[src/rtl/eth_stats_pkg.sv]
// Shared constants for the Ethernet MAC statistics block: event bit positions
// within status_vector, the default error set and status-word field offsets.
package eth_stats_pkg;

  localparam int EV_TX_OVF       = 0;
  localparam int EV_TX_BAD       = 1;
  localparam int EV_TX_GOOD      = 2;
  localparam int EV_TX_UNDERFLOW = 3;
  localparam int EV_RX_BAD       = 4;
  localparam int EV_RX_FCS       = 5;
  localparam int EV_RX_OVF       = 6;
  localparam int EV_RX_FIFO_BAD  = 7;
  localparam int EV_RX_GOOD      = 8;

  localparam int MAX_EVENTS = EV_RX_GOOD + 1;
  localparam int SPEED_LSB  = 9;

  localparam logic [MAX_EVENTS-1:0] ERR_MASK_DEFAULT =
    (9'(1) << EV_TX_BAD) | (9'(1) << EV_TX_UNDERFLOW) | (9'(1) << EV_RX_BAD) |
    (9'(1) << EV_RX_FCS) | (9'(1) << EV_RX_OVF)       | (9'(1) << EV_RX_FIFO_BAD);

  // Status word layout: {zero-pad, speed_changed, speed[1:0], err_sticky[n-1:0]}
  localparam int ST_ERR_LSB = 0;

  function automatic int st_speed_lsb(input int num_events);
    return num_events;
  endfunction

  function automatic int st_changed_bit(input int num_events);
    return num_events + 2;
  endfunction

endpackage

[src/rtl/eth_stat_counter.sv]
// One live event counter: synchronous clear (that still counts a coincident
// event) and either saturating or wrapping increment.
module eth_stat_counter #(
  parameter int WIDTH    = 32,
  parameter bit SATURATE = 1'b1
) (
  input  logic             clock125,
  input  logic             reset,
  input  logic             inc,
  input  logic             clr,
  output logic [WIDTH-1:0] count
);

  always_ff @(posedge clock125) begin
    if (reset) begin
      count <= '0;
    end else if (clr) begin
      count <= inc ? WIDTH'(1) : '0;
    end else if (inc) begin
      if (&count) begin
        count <= SATURATE ? count : '0;
      end else begin
        count <= count + WIDTH'(1);
      end
    end
  end

endmodule

[src/rtl/eth_status_counters.sv]
// MAC statistics block: per-event counters with atomic shadow snapshot,
// host read port, sticky error bits, maskable irq and link-speed tracking.
module eth_status_counters
  import eth_stats_pkg::*;
#(
  parameter int                    NUM_EVENTS    = 9,
  parameter int                    COUNTER_WIDTH = 32,
  parameter bit                    SATURATE      = 1'b1,
  parameter logic [MAX_EVENTS-1:0] ERROR_MASK    = ERR_MASK_DEFAULT,
  parameter int                    ADDR_WIDTH    = 4
) (
  input  logic                     clock125,
  input  logic                     reset,
  input  logic [15:0]              status_vector,
  input  logic                     snapshot,
  input  logic                     clr_en,
  input  logic [NUM_EVENTS-1:0]    clr_mask,
  input  logic                     rd_en,
  input  logic [ADDR_WIDTH-1:0]    rd_addr,
  output logic [COUNTER_WIDTH-1:0] rd_data,
  output logic                     rd_valid,
  input  logic [NUM_EVENTS-1:0]    irq_mask,
  input  logic                     irq_ack,
  output logic                     irq,
  output logic [1:0]               speed
);

  localparam int STAT_W = st_changed_bit(NUM_EVENTS) + 1;
  localparam int MUX_W  = (COUNTER_WIDTH > STAT_W) ? COUNTER_WIDTH : STAT_W;

  logic [NUM_EVENTS-1:0]    events;
  logic [NUM_EVENTS-1:0]    err_events;
  logic [NUM_EVENTS-1:0]    err_sticky;
  logic                     speed_changed;
  logic                     prime;
  logic [1:0]               speed_sample;
  logic [COUNTER_WIDTH-1:0] live   [NUM_EVENTS];
  logic [COUNTER_WIDTH-1:0] shadow [NUM_EVENTS];
  logic [STAT_W-1:0]        status_word;
  logic [MUX_W-1:0]         status_ext;
  logic [COUNTER_WIDTH-1:0] rd_mux;
  logic                     unused_status;

  assign events        = status_vector[NUM_EVENTS-1:0];
  assign err_events    = events & ERROR_MASK[NUM_EVENTS-1:0];
  assign speed_sample  = status_vector[SPEED_LSB+1:SPEED_LSB];
  assign unused_status = ^status_vector;

  for (genvar gi = 0; gi < NUM_EVENTS; gi++) begin : g_cnt
    eth_stat_counter #(
      .WIDTH    (COUNTER_WIDTH),
      .SATURATE (SATURATE)
    ) u_cnt (
      .clock125 (clock125),
      .reset    (reset),
      .inc      (events[gi]),
      .clr      (clr_en & clr_mask[gi]),
      .count    (live[gi])
    );
  end

  // Shadows take the pre-update live value, so snapshot+clear keeps the old count.
  always_ff @(posedge clock125) begin
    if (reset) begin
      for (int i = 0; i < NUM_EVENTS; i++) shadow[i] <= '0;
    end else if (snapshot) begin
      for (int i = 0; i < NUM_EVENTS; i++) shadow[i] <= live[i];
    end
  end

  assign status_word = {speed_changed, speed, err_sticky};
  assign status_ext  = MUX_W'(status_word);

  always_comb begin
    rd_mux = '0;
    if (rd_addr == ADDR_WIDTH'(NUM_EVENTS)) rd_mux = status_ext[COUNTER_WIDTH-1:0];
    for (int i = 0; i < NUM_EVENTS; i++) begin
      if (rd_addr == ADDR_WIDTH'(i)) rd_mux = shadow[i];
    end
  end

  // Read handshake: rd_en is always accepted (no back-pressure); rd_valid pulses
  // one cycle later alongside rd_data, which otherwise holds its last value.
  always_ff @(posedge clock125) begin
    if (reset) begin
      rd_valid <= 1'b0;
      rd_data  <= '0;
    end else begin
      rd_valid <= rd_en;
      if (rd_en) rd_data <= rd_mux;
    end
  end

  // New set conditions win over a coincident acknowledge.
  always_ff @(posedge clock125) begin
    if (reset) begin
      err_sticky    <= '0;
      speed_changed <= 1'b0;
      prime         <= 1'b0;
      speed         <= 2'b00;
      irq           <= 1'b0;
    end else begin
      prime         <= 1'b1;
      speed         <= speed_sample;
      speed_changed <= (prime && (speed_sample != speed)) | (speed_changed & ~irq_ack);
      err_sticky    <= (irq_ack ? '0 : err_sticky) | err_events;
      irq           <= |(err_sticky & irq_mask);
    end
  end

endmodule

[config.mk]
export PLATFORM = sky130hd
export DESIGN_NAME = eth_status_counters
export DESIGN_NICKNAME = d
export VERILOG_FILES = /design/src/rtl/eth_stats_pkg.sv /design/src/rtl/eth_stat_counter.sv /design/src/rtl/eth_status_counters.sv
export SDC_FILE = /design/constraint.sdc
export NUM_CORES = 1
export LEC_CHECK = 0
export BUFFER_PORTS_ARGS = -buffer_cell sky130_fd_sc_hd__buf_2
export CAP_MARGIN = 0
export CORE_ASPECT_RATIO = 1.75
export CORE_UTILIZATION = 62
export DETAILED_ROUTE_END_ITERATION = 12
export PLACE_DENSITY = 0.88
export REMOVE_ABC_BUFFERS = 1
export SKIP_LAST_GASP = 1
export SYNTH_ARGS = -nofsm -noshare
export SYNTH_HDL_FRONTEND = slang
export SYNTH_SLANG_ARGS = --single-unit
[constraint.sdc]
create_clock -name clock125 -period 8.2 [get_ports clock125]
set_clock_uncertainty 0.05 [all_clocks]
set_input_delay 1.64 -clock clock125 [delete_from_list [all_inputs] [get_ports clock125]]
set_output_delay 1.64 -clock clock125 [all_outputs]
set_load 0.005 [all_outputs]
==> metrics.txt <==
outcome finished, final reports clean; post-detail-place hpwl between 50000 and 60000 um; CP Max Fanout 41; relative slew slack approximately 6.5%; DIE AREA 46200 sq um; first-pass GRT wire length between 100000 and 150000 um; fin nets ~2800; initial DRC count 2181; CTS H-tree depth 2; Power per Cell Area slightly above 200 nW/um^2; Port Buffers 71; Clock transition at path regs ~0.07 ns; most frequent cells in the layout nor2_1, dfxtp_1, and2_1; Die X approximately 160 um; max-cap viol count 0; Slew Limit Fails 0; asr flop ratio synth 0%; internal power ~4800 uW; largest net degree at the start of global routing ~290; Syn-to-layout area delta 8.68%; DR pass1 iterations 5; number of flops mapped to enable cells by yosys ~290; wire per inst ~23 um; drt drc 0; worst-path cell chain buf_2, or3b_2, o22ai_1, a211oi_1, o21ai_0, o211ai_1, a21oi_1; combinational fraction of design power under 10%; CP Capture Type flip-flop; RSZ-0062 raised after global routing no; VDD IR max 0.000180 V; fin crit share 56.1%; final hold violations 0; power share of the clock group about 41%; root buf cell clkbuf_16; worst path arrival time slightly above 5 ns; most common cell after layout, fill and taps aside nor2_1; TritonCTS Buffers 53; unique cell type count in the Yosys netlist 69; clk_lat worst skew 0.60 ns; register area roughly 15000 sq um; Final setup viols 0; Rows 102; setup_tns 0 ns; remaining global-route overflow 0; post-CTS sizing 0; Netlist Area Pre-Place around 28000 sq um; Seq/Total Area, Yosys about 54%; Buf+Inv Stages, Crit Path 1; layout cell share with drive strength beyond 1 ~7.3%; Clock Sinks 620; hold bufs inserted after CTS 0; CTS tree done; total track usage about a third; final instance area a little over 30000 sq um; Slowest cell on crit path o21ai_0; CP Launch Type primary input; GP Congestion between 1 and 1.5; # fillers between 3000 and 4000; synthesis-stage register bit count 620; core area between 40000 and 50000 sq um; Syn Inst Count between 2000 and 3000; Post-CTS Setup Bufs 0; via-per-instance ratio roughly 6.4; chip height between 200 and 300 um; initial core utilization a little over three fifths; Max clock buf depth 3; Main synth FF type dfxtp_1; Worst Tran Pin Value 1.39 ns; WL final 76900 um; Hold Path Class reg -> reg; switch share approximately 23%; vias in the first global route roughly 21000; routed via count 21700; Crit path max-delay family compound AO/OA/AOI/OAI gates; CP peak stage delay 1.10 ns; fmax roughly 0.22 GHz; min cycle time layout 4.60 ns; Yosys Warn Count 0; Syn Area/Cell approximately 10 sq um; Top-Level Pins 80; Crit Path Category in -> reg; initial antenna violation count 4; switching power 1430 uW; Reg power frac 54.2%; Antenna Nets Post-Route 0; required time of the critical path a little under 9 ns; post-layout util a little under 70%; placed inst area between 20000 and 30000 sq um; Multi-input gate area between 10000 and 15000 sq um; leakage power about 0.011 uW
==> cell type report <==
class	instances	share of cell area, %
antenna	3	0.0246
clock buffer	71	4.90
clock inverter	28	0.835
inverter	37	0.454
multi-input combinational	1978	39.9
sequential	620	50.0
tap	572	2.34
timing repair buffer	83	1.54
==> power by group through the flow <==
stage / sequential (uW) / clock, uW / combinational (uW)
2_1_floorplan: 3420 / 0 / 153
3_3_place_gp: 3440 / 0 / 287
3_5_place_dp: 3440 / 0 / 296
4_1_cts: 3380 / 2560 / 299
5_1_grt: 3380 / 2670 / 326
6_report: 3380 / 2550 / 309
==> synth_stat cells (12+ instances only) <==
master    number  area, sq um
a211oi_1      33          248
a21oi_1       93          465
a221oi_1      25          219
and2_1       316         1980
and3_1        40          250
and4_1        30          263
clkbuf_1     122          458
dfxtp_1      332         6650
edfxtp_1     288         8650
inv_1         37          139
mux2i_1       60          601
nand2_1      139          522
nand2b_1      30          188
nand3_1      115          576
nand4_1      102          638
nor2_1       341         1280
nor2b_1       16          100
nor3_1        59          295
nor4_1        33          206
o211ai_1      27          203
o21ai_0       73          365
o221ai_1      12          105
o22ai_1       28          175
or3_1         39          244
xnor2_1      109          955
xor2_1       127         1110
==> per-layer routing <==
| layer | share of wire, % | vias up | routed length (um) | global-route usage (%) |
|---|---|---|---|---|
| met1 | 33 | 10400 | 25800 | 35.6 |
| li1 | - | 9906 | - | - |
| met2 | 49 | 1056 | 37700 | 56.2 |
| met3 | 6.8 | 342 | 5260 | 5.66 |
| met4 | 11 | 4 | 8240 | 30.1 |
| met5 | 0.030 | - | 23 | 0 |
==> logic make-up (layout without fill, tap and decap cells) <==
logic type	Yosys count	in the layout	synth area share [%]
DFF	620	620	54.4
buffers and inverters	177	219	2.44
AOI/OAI and AO/OA	366	366	8.58
muxes	66	66	2.38
and+or+nand+nor	1301	1301	24.5
other	0	3	0
adders and majority gates	9	9	0.400
xor gates and xnor gates	236	236	7.35
==> flip-flops by register name, summed over array words and instances (netlist names) <==
signal and flops:
g_cnt.u_cnt.count 288, shadow 288, rd_data 32, err_sticky 6
speed 2, irq 1, prime 1, rd_valid 1
speed_changed 1
==> tightest hold or removal path, cell delays in order, from the launching register on <==
cell and delay, ns:
dfxtp_1 0.31, nand2b_1 0.06, a21oi_1 0.05
==> metrics by stage <==
step | std cells | power (uW) | hold WS [ns] | worst slack (ns)
floorplan | 2635 | 3570 | 0.378 | -0.0155
global placement | 3290 | 3730 | 0.402 | 3.49
global route | 3389 | 6380 | 0.438 | 3.50
finish | 3392 | 6240 | 0.417 | 3.60
detailed placement | 3290 | 3740 | 0.408 | 3.39
CTS | 3389 | 6240 | 0.419 | 3.98
==> final timing paths <==
| check | start | to | slack, ns | cells after the start |
|---|---|---|---|---|
| max | rd_addr[0] | rd_data[2] | 3.60 | 7 |
| min | rd_data[26] | rd_data[26] | 0.42 | 2 |
| max reg2reg | g_cnt[6].u_cnt.count[2] | g_cnt[6].u_cnt.count[13] | 5.22 | 6 |
| min reg2reg | rd_data[26] | rd_data[26] | 0.42 | 2 |
Power figures use the tool's default switching activity.
